[src/rtl/ccx_ic_arbiter.sv]
// Two-into-one arbiter sharing the router's CPU-side port between instruction
// fetch (port A) and load/store (port B). The request path is combinational;
// a stalled selection is locked until granted, and the one-cycle response
// error is steered back to the owner of the accepted transaction.
module ccx_ic_arbiter #(
  parameter int unsigned AW         = 39,
  parameter int unsigned DW         = 64,
  parameter bit          FIXED_PRIO = 1'b0
) (
  input  logic            g_clk,
  input  logic            g_resetn,
  // port A: instruction fetch requester
  input  logic            a_req,
  output logic            a_gnt,
  input  logic [AW-1:0]   a_addr,
  input  logic            a_wen,
  input  logic [DW/8-1:0] a_strb,
  input  logic [DW-1:0]   a_wdata,
  output logic [DW-1:0]   a_rdata,
  output logic            a_err,
  // port B: load/store requester
  input  logic            b_req,
  output logic            b_gnt,
  input  logic [AW-1:0]   b_addr,
  input  logic            b_wen,
  input  logic [DW/8-1:0] b_strb,
  input  logic [DW-1:0]   b_wdata,
  output logic [DW-1:0]   b_rdata,
  output logic            b_err,
  // shared port towards the router
  output logic            m_req,
  input  logic            m_gnt,
  output logic [AW-1:0]   m_addr,
  output logic            m_wen,
  output logic [DW/8-1:0] m_strb,
  output logic [DW-1:0]   m_wdata,
  input  logic [DW-1:0]   m_rdata,
  input  logic            m_err
);

  typedef enum logic {
    PORT_A = 1'b0,
    PORT_B = 1'b1
  } port_e;

  logic  lock_vld;
  port_e lock_sel;
  port_e last_win;
  logic  rsp_vld;
  port_e rsp_sel;

  port_e sel;
  logic  lock_hit;
  logic  accept;
  logic  stall;

  // Winner selection: a stalled selection holds while its requester still asks;
  // a locked port that dropped req falls through to normal arbitration.
  always_comb begin
    sel      = PORT_A;
    lock_hit = lock_vld && ((lock_sel == PORT_A) ? a_req : b_req);
    if (lock_hit) begin
      sel = lock_sel;
    end else if (a_req && !b_req) begin
      sel = PORT_A;
    end else if (!a_req && b_req) begin
      sel = PORT_B;
    end else if (a_req && b_req) begin
      if (FIXED_PRIO) begin
        sel = PORT_A;
      end else begin
        sel = (last_win == PORT_A) ? PORT_B : PORT_A;
      end
    end
  end

  // Forward the selected request to the router and route the grant back;
  // reset suppresses every request, grant and error.
  always_comb begin
    m_req   = 1'b0;
    m_addr  = a_addr;
    m_wen   = a_wen;
    m_strb  = a_strb;
    m_wdata = a_wdata;
    a_gnt   = 1'b0;
    b_gnt   = 1'b0;
    if (sel == PORT_B) begin
      m_addr  = b_addr;
      m_wen   = b_wen;
      m_strb  = b_strb;
      m_wdata = b_wdata;
    end
    if (g_resetn) begin
      m_req = (sel == PORT_A) ? a_req : b_req;
      a_gnt = (sel == PORT_A) && a_req && m_gnt;
      b_gnt = (sel == PORT_B) && b_req && m_gnt;
    end
  end

  assign accept = m_req && m_gnt;
  assign stall  = m_req && !m_gnt;

  // Response steering: read data is broadcast, error goes to the owner only.
  always_comb begin
    a_rdata = m_rdata;
    b_rdata = m_rdata;
    a_err   = 1'b0;
    b_err   = 1'b0;
    if (g_resetn && rsp_vld) begin
      a_err = (rsp_sel == PORT_A) && m_err;
      b_err = (rsp_sel == PORT_B) && m_err;
    end
  end

  // Lock, round-robin history and response ownership; last_win resets to B so
  // that A takes the first tie.
  always_ff @(posedge g_clk) begin
    if (!g_resetn) begin
      lock_vld <= 1'b0;
      lock_sel <= PORT_A;
      last_win <= PORT_B;
      rsp_vld  <= 1'b0;
      rsp_sel  <= PORT_A;
    end else begin
      lock_vld <= stall;
      if (stall) begin
        lock_sel <= sel;
      end
      rsp_vld <= accept;
      if (accept) begin
        last_win <= sel;
        rsp_sel  <= sel;
      end
    end
  end

endmodule
[config.mk]
export PLATFORM = sky130hd
export DESIGN_NAME = ccx_ic_arbiter
export DESIGN_NICKNAME = d
export VERILOG_FILES = /design/src/rtl/ccx_ic_arbiter.sv
export SDC_FILE = /design/constraint.sdc
export NUM_CORES = 1
export LEC_CHECK = 0
export CAP_MARGIN = 5
export CORE_AREA = 5 5 209 211
export DETAILED_ROUTE_END_ITERATION = 10
export DIE_AREA = 0 0 214 216
export GPL_TIMING_DRIVEN = 0
export PLACE_DENSITY = 0.46
export RECOVER_POWER = 100
export SYNTH_ARGS = -nofsm -noshare
export SYNTH_HDL_FRONTEND = slang
export SYNTH_SLANG_ARGS = --single-unit
[constraint.sdc]
create_clock -name g_clk -period 1.8 [get_ports g_clk]
set_clock_uncertainty 0.05 [all_clocks]
set_input_delay 0.36 -clock g_clk [delete_from_list [all_inputs] [get_ports g_clk]]
set_output_delay 0.36 -clock g_clk [all_outputs]
set_load 0.01 [all_outputs]
# [After elaboration in Yosys (flattened, before gate mapping)]
# Cells that the tools add are included.
[classes] add_sub_neg=0 mul=0 n_div=0 order_cmp=0 eq_ne=0 shift=0 n_mux=16 bitwise=2 n_reduce_logical=16
[ops] cell="64-bit two-way mux" n=1
[ops] cell="39-bit two-way mux" n=1
[ops] cell="1-bit logical AND" n=13
[ops] cell="1-bit two-way mux" n=13
[ops] cell="8-bit two-way mux" n=1
[ops] cell="1-bit zero test" n=3
[ops] cell="1-bit inverter" n=2
[totals] reg_bits=5 latch_bits=0 ram_bits=0 romBits=0 input_bits=294 word_cells=39 n_memories=0

# [Logic depth before layout (Yosys ltp)]
[depth] word_depth=9 ltp_mapped=5 depth_no_buf=3

# [Worst setup path before layout]
# OpenSTA, ideal clock, no wires.
[synth_timing] path_type="reg-to-output" startpoint="reg last_win" endpoint="out m_addr[30]" arrival_ps=1491 required_time_ps=1390 slack_ps=-101 path_stages_with_launch=6 path_cell_list="dfxtp_1 > or2_1 > a31oi_4 > buf_8 > buf_8 > mux2_1"
[synth_between] elab_chain_cells=6
[synth_lines] item="from (decl)" line_no="48" rtl="port_e last_win;"
[synth_lines] item="from (signal assigned)" line_no="131" rtl="last_win <= sel;"
[synth_lines] item="1-bit two-way mux" line_no="72" rtl="sel = (last_win == PORT_A) ? PORT_B : PORT_A;"
[synth_lines] item="1-bit two-way mux" line_no="68" rtl="end else if (a_req && b_req) begin"
[synth_lines] item="1-bit two-way mux" line_no="66" rtl="end else if (!a_req && b_req) begin"
[synth_lines] item="1-bit two-way mux" line_no="64" rtl="end else if (a_req && !b_req) begin"
[synth_lines] item="1-bit two-way mux" line_no="62" rtl="if (lock_hit) begin"
[synth_lines] item="39-bit two-way mux" line_no="87" rtl="if (sel == PORT_B) begin"
[synth_lines] item="to (decl)" line_no="33" rtl="output logic [AW-1:0] m_addr,"
# Every way passes these cells.

# [Worst setup path in the final report]
[layout_timing] startpoint="reg lock_vld" endpoint="out m_wdata[56]"
[layout_between] elab_chain_cells=3
[layout_lines] item="from (decl)" line_no="46" rtl="logic lock_vld;"
[layout_lines] item="from (signal assigned)" line_no="125" rtl="lock_vld <= stall;"
[layout_lines] item="1-bit logical AND" line_no="61" rtl="lock_hit = lock_vld && ((lock_sel == PORT_A) ? a_req : b_req);"
[layout_lines] item="1-bit two-way mux" line_no="62"
[layout_lines] item="64-bit two-way mux" line_no="87"
[layout_lines] item="to (decl)" line_no="36" rtl="output logic [DW-1:0] m_wdata,"
# Every way passes these cells.

==> results.tsv <==
stage	metric	value	unit
die	die_h	216	um
route	wl	18300	um
route	drtAntennaViolNets	0	
power_and_ir_drop	p_leak	4.01	nW
sta	slew_viol_final	0	
hold_path	hold_start	m_gnt	
yosys	synth_top_cells_by_area	buf_4 35%, mux2_4 26%, mux2_2 21%	
worst_setup_path	reg2reg_slack	0.15	ns
cells_and_area	layout.area.seq	103	um2
clock_network	cts.sinks	5	
route	drtPass1Iterations	4	
global_routing	grt_pass1_wl	26100	um
sta	fmax	422	MHz
power_and_ir_drop	p_per_area	325	nW/um2
sta	finalHoldViolations	0	
route	wl_per_cell	13.7	um
status	violations	negative setup slack	
hold_path	holdPathStages	2	
clock_network	clockBufferDepth	2	
sta	hold_ws	0.378	ns
worst_setup_path	endpoint_kind	output port	
placement	post-dp-hpwl	16000	um
global_routing	grt_usage	7.09	%
placement	globalplace.congestion	0.748	
yosys	yosys.area.top_type_share	35.0	%
cells_and_area	multiInputGateArea	1770	um2
cells_and_area	n_fill_cell	4530	
yosys	synth-simple-area-share	2.33	%
worst_setup_path	arrival	1.96	ns
die	pin_count	539	
worst_setup_path	crit_required	1.39	ns
clock_network	clock_latency	0.23	ns
die	floorplan.initialDensity	6.86	%
global_routing	grt.overflow.total	0	
global_routing	grt_max_degree	11	
sta	setup-violations-final	113	
worst_setup_path	reg2reg_depth	8	
route	drc_errors	0	
yosys	synth_cell_types	24	
yosys	synth_xor_area_share	0	%
route	drt_iter0_markers	57	
hold_path	min_to	lock_vld	
cells_and_area	fin_area	9090	um2
route	avgViaCountPerCell	2.87	
sta	relSlewSlack	84.1	%
worst_setup_path	timing.rr.start	lock_vld	
yosys	yosys.area.top_type	buf_4	
die	die_w	214	um
clock_network	cts-root-buf	clkbuf_16	
cells_and_area	drive_above_1_share	52.2	%
yosys	ys_seq_area_share	3.51	%
yosys	yosys_warnings	0	
run	max_cap_viol_count	0	
clock_network	cts-htree-levels	1	
sta	final.min_clock_period	2.37	ns
clock_network	clkTransAtPathRegs	0.03	ns
die	core_region_area	41600	um2
worst_setup_path	critPathKind	reg2out	
cells_and_area	diodes	0	
yosys	avgSynthCellArea	10.0	um2
yosys	syn-cell-area	2850	um2
cells_and_area	fin_nets	1092	
clock_network	cts_hold_buf	0	
yosys	synthAdderAreaFrac	0	%
hold_path	hp-class	in2reg	
worst_setup_path	timing.critical_path.fanout_max	8	
yosys	synth_compound_area_share	3.03	%
placement	pre_cts_slack	-1.38	ns
yosys	synth_top_family_by_area	multiplexers	
yosys	ys_ff_latch	5	
sta	finalWorstSetupSlack	-0.572	ns
sta	rsz0062_at_grt	yes	
yosys	synth.area.mux_share	50.8	%
placement	place_area	8270	um2
global_routing	grt_pass1_vias	4330	
sta	period_share	132	%
route	route.vias.total	3834	
worst_setup_path	rr_endpoint	rsp_sel	
yosys	syn_nets	579	
sta	tightest_slew	0.237	ns
placement	port_buffers	471	
yosys	synthCells	285	
die	dieArea	46200	um2
global_routing	antenna_found_initial	0	
power_and_ir_drop	peakVddDrop	0.208	mV
worst_setup_path	start_kind	flip-flop	
clock_network	cts_buffers	3	
status	status	finished with violations	
cells_and_area	area_growth	219	%
clock_network	cts_tree	yes	
die	rows	75	
## synthesized netlist by cell type
| cell type | n |
|---|---|
| mux2_1 | 8 |
| buf_4 | 133 |
| nand2b_1 | 3 |
| a31oi_4 | 1 |
| inv_1 | 2 |
| and3_1 | 1 |
| nor2b_1 | 1 |
| a31oi_1 | 1 |
| mux2_4 | 50 |
| buf_12 | 5 |
| o211a_1 | 1 |
| a21oi_1 | 3 |
| a311oi_1 | 1 |
| mux2_2 | 54 |
| or2_1 | 1 |
| buf_8 | 2 |
| nand3_1 | 2 |
| a31o_2 | 2 |
| nand2_1 | 3 |
| o21a_1 | 1 |
| clkbuf_1 | 2 |
| dfxtp_1 | 5 |
| clkbuf_2 | 1 |
| nor2_1 | 2 |
## area by class of cell
type	instances	share of cell area [%]
Buffer	142	13.0
Timing Repair Buffer	509	58.0
Multi-Input combinational cell	135	19.5
Sequential cell	5	1.13
Inverter	2	0.0826
Tap cell	539	7.42
Clock buffer	4	0.867
## worst max path at each step
stage / startpoint / endpoint / slack, ns / cells after the start
3_5_place_dp: b_req / m_wdata[58] / -1.38 / 7
5_1_grt: lock_vld / m_wdata[56] / -0.64 / 8
2_1_floorplan: lock_vld / m_addr[30] / -0.04 / 5
4_1_cts: last_win / m_wdata[28] / -0.67 / 9
6_report: lock_vld / m_wdata[56] / -0.57 / 8
3_3_place_gp: b_req / m_wdata[58] / -1.36 / 7
## metrics by stage
| step | util, % | setup TNS, ns | total power, mW | instances |
|---|---|---|---|---|
| after CTS | 22.0 | -63.97 | 3.07 | 1340 |
| after detailed placement | 19.9 | -142.56 | 2.38 | 1295 |
| after global placement | 19.9 | -140.32 | 2.38 | 1295 |
| after global routing | 21.9 | -61.22 | 3.10 | 1336 |
| after floorplan | - | -1.93 | 1.03 | 285 |
| final | 21.9 | -53.73 | 2.95 | 1336 |
## power by group
part           switching (mW)  leakage, nW  total [mW]  internal [mW]
sequential            0.00472       0.0412       0.124          0.119
clock                  0.0697       0.0382       0.363          0.293
combinational           0.762         3.93        2.46           1.70
## what timing repair did
item	CTS	global route
gates cloned	6	1
buffers inserted	35	5
hold endpoints to repair	0	0
setup endpoints to repair	118	113
resized for setup	618	41
pin swaps	2	2
## flip-flops by register name, indices dropped and copies added, names as in the netlist
register  flops
rsp_sel       1
rsp_vld       1
lock_vld      1
last_win      1
lock_sel      1
## per-layer routing
layer	routed length, um	global-route usage [%]
met1	6650	7.44
met2	9860	14.2
met3	1620	2.34
met4	174	0.687
met5	0	0
## cells in the final DEF (no fill, tap or decap), drive strengths merged, types with 3 or more instances in the layout
| master | netlist | final |
|---|---|---|
| nand2 | 3 | 3 |
| clkdlybuf4s50 | 0 | 226 |
| clkbuf | 3 | 11 |
| nand2b | 3 | 3 |
| dlygate4sd3 | 0 | 128 |
| a21oi | 3 | 3 |
| mux2 | 112 | 112 |
| buf | 140 | 285 |
| dfxtp | 5 | 5 |
| dlygate4sd2 | 0 | 3 |
## logic make-up after synthesis
logic type / count (synthesis)
buffers and inverters: 145
muxes: 112
and+or+nand+nor: 13
AOI/OAI and AO/OA: 10
DFF: 5
## critical path, stage by stage, from the launching register on
cell	delay, ns
dfxtp_2	0.32
or2_4	0.26
a31oi_4	0.20
buf_12	0.19
buf_8	0.12
buf_12	0.11
buf_6	0.09
mux2_4	0.29
buf_6	0.13
(Power assumes the default switching activity.)
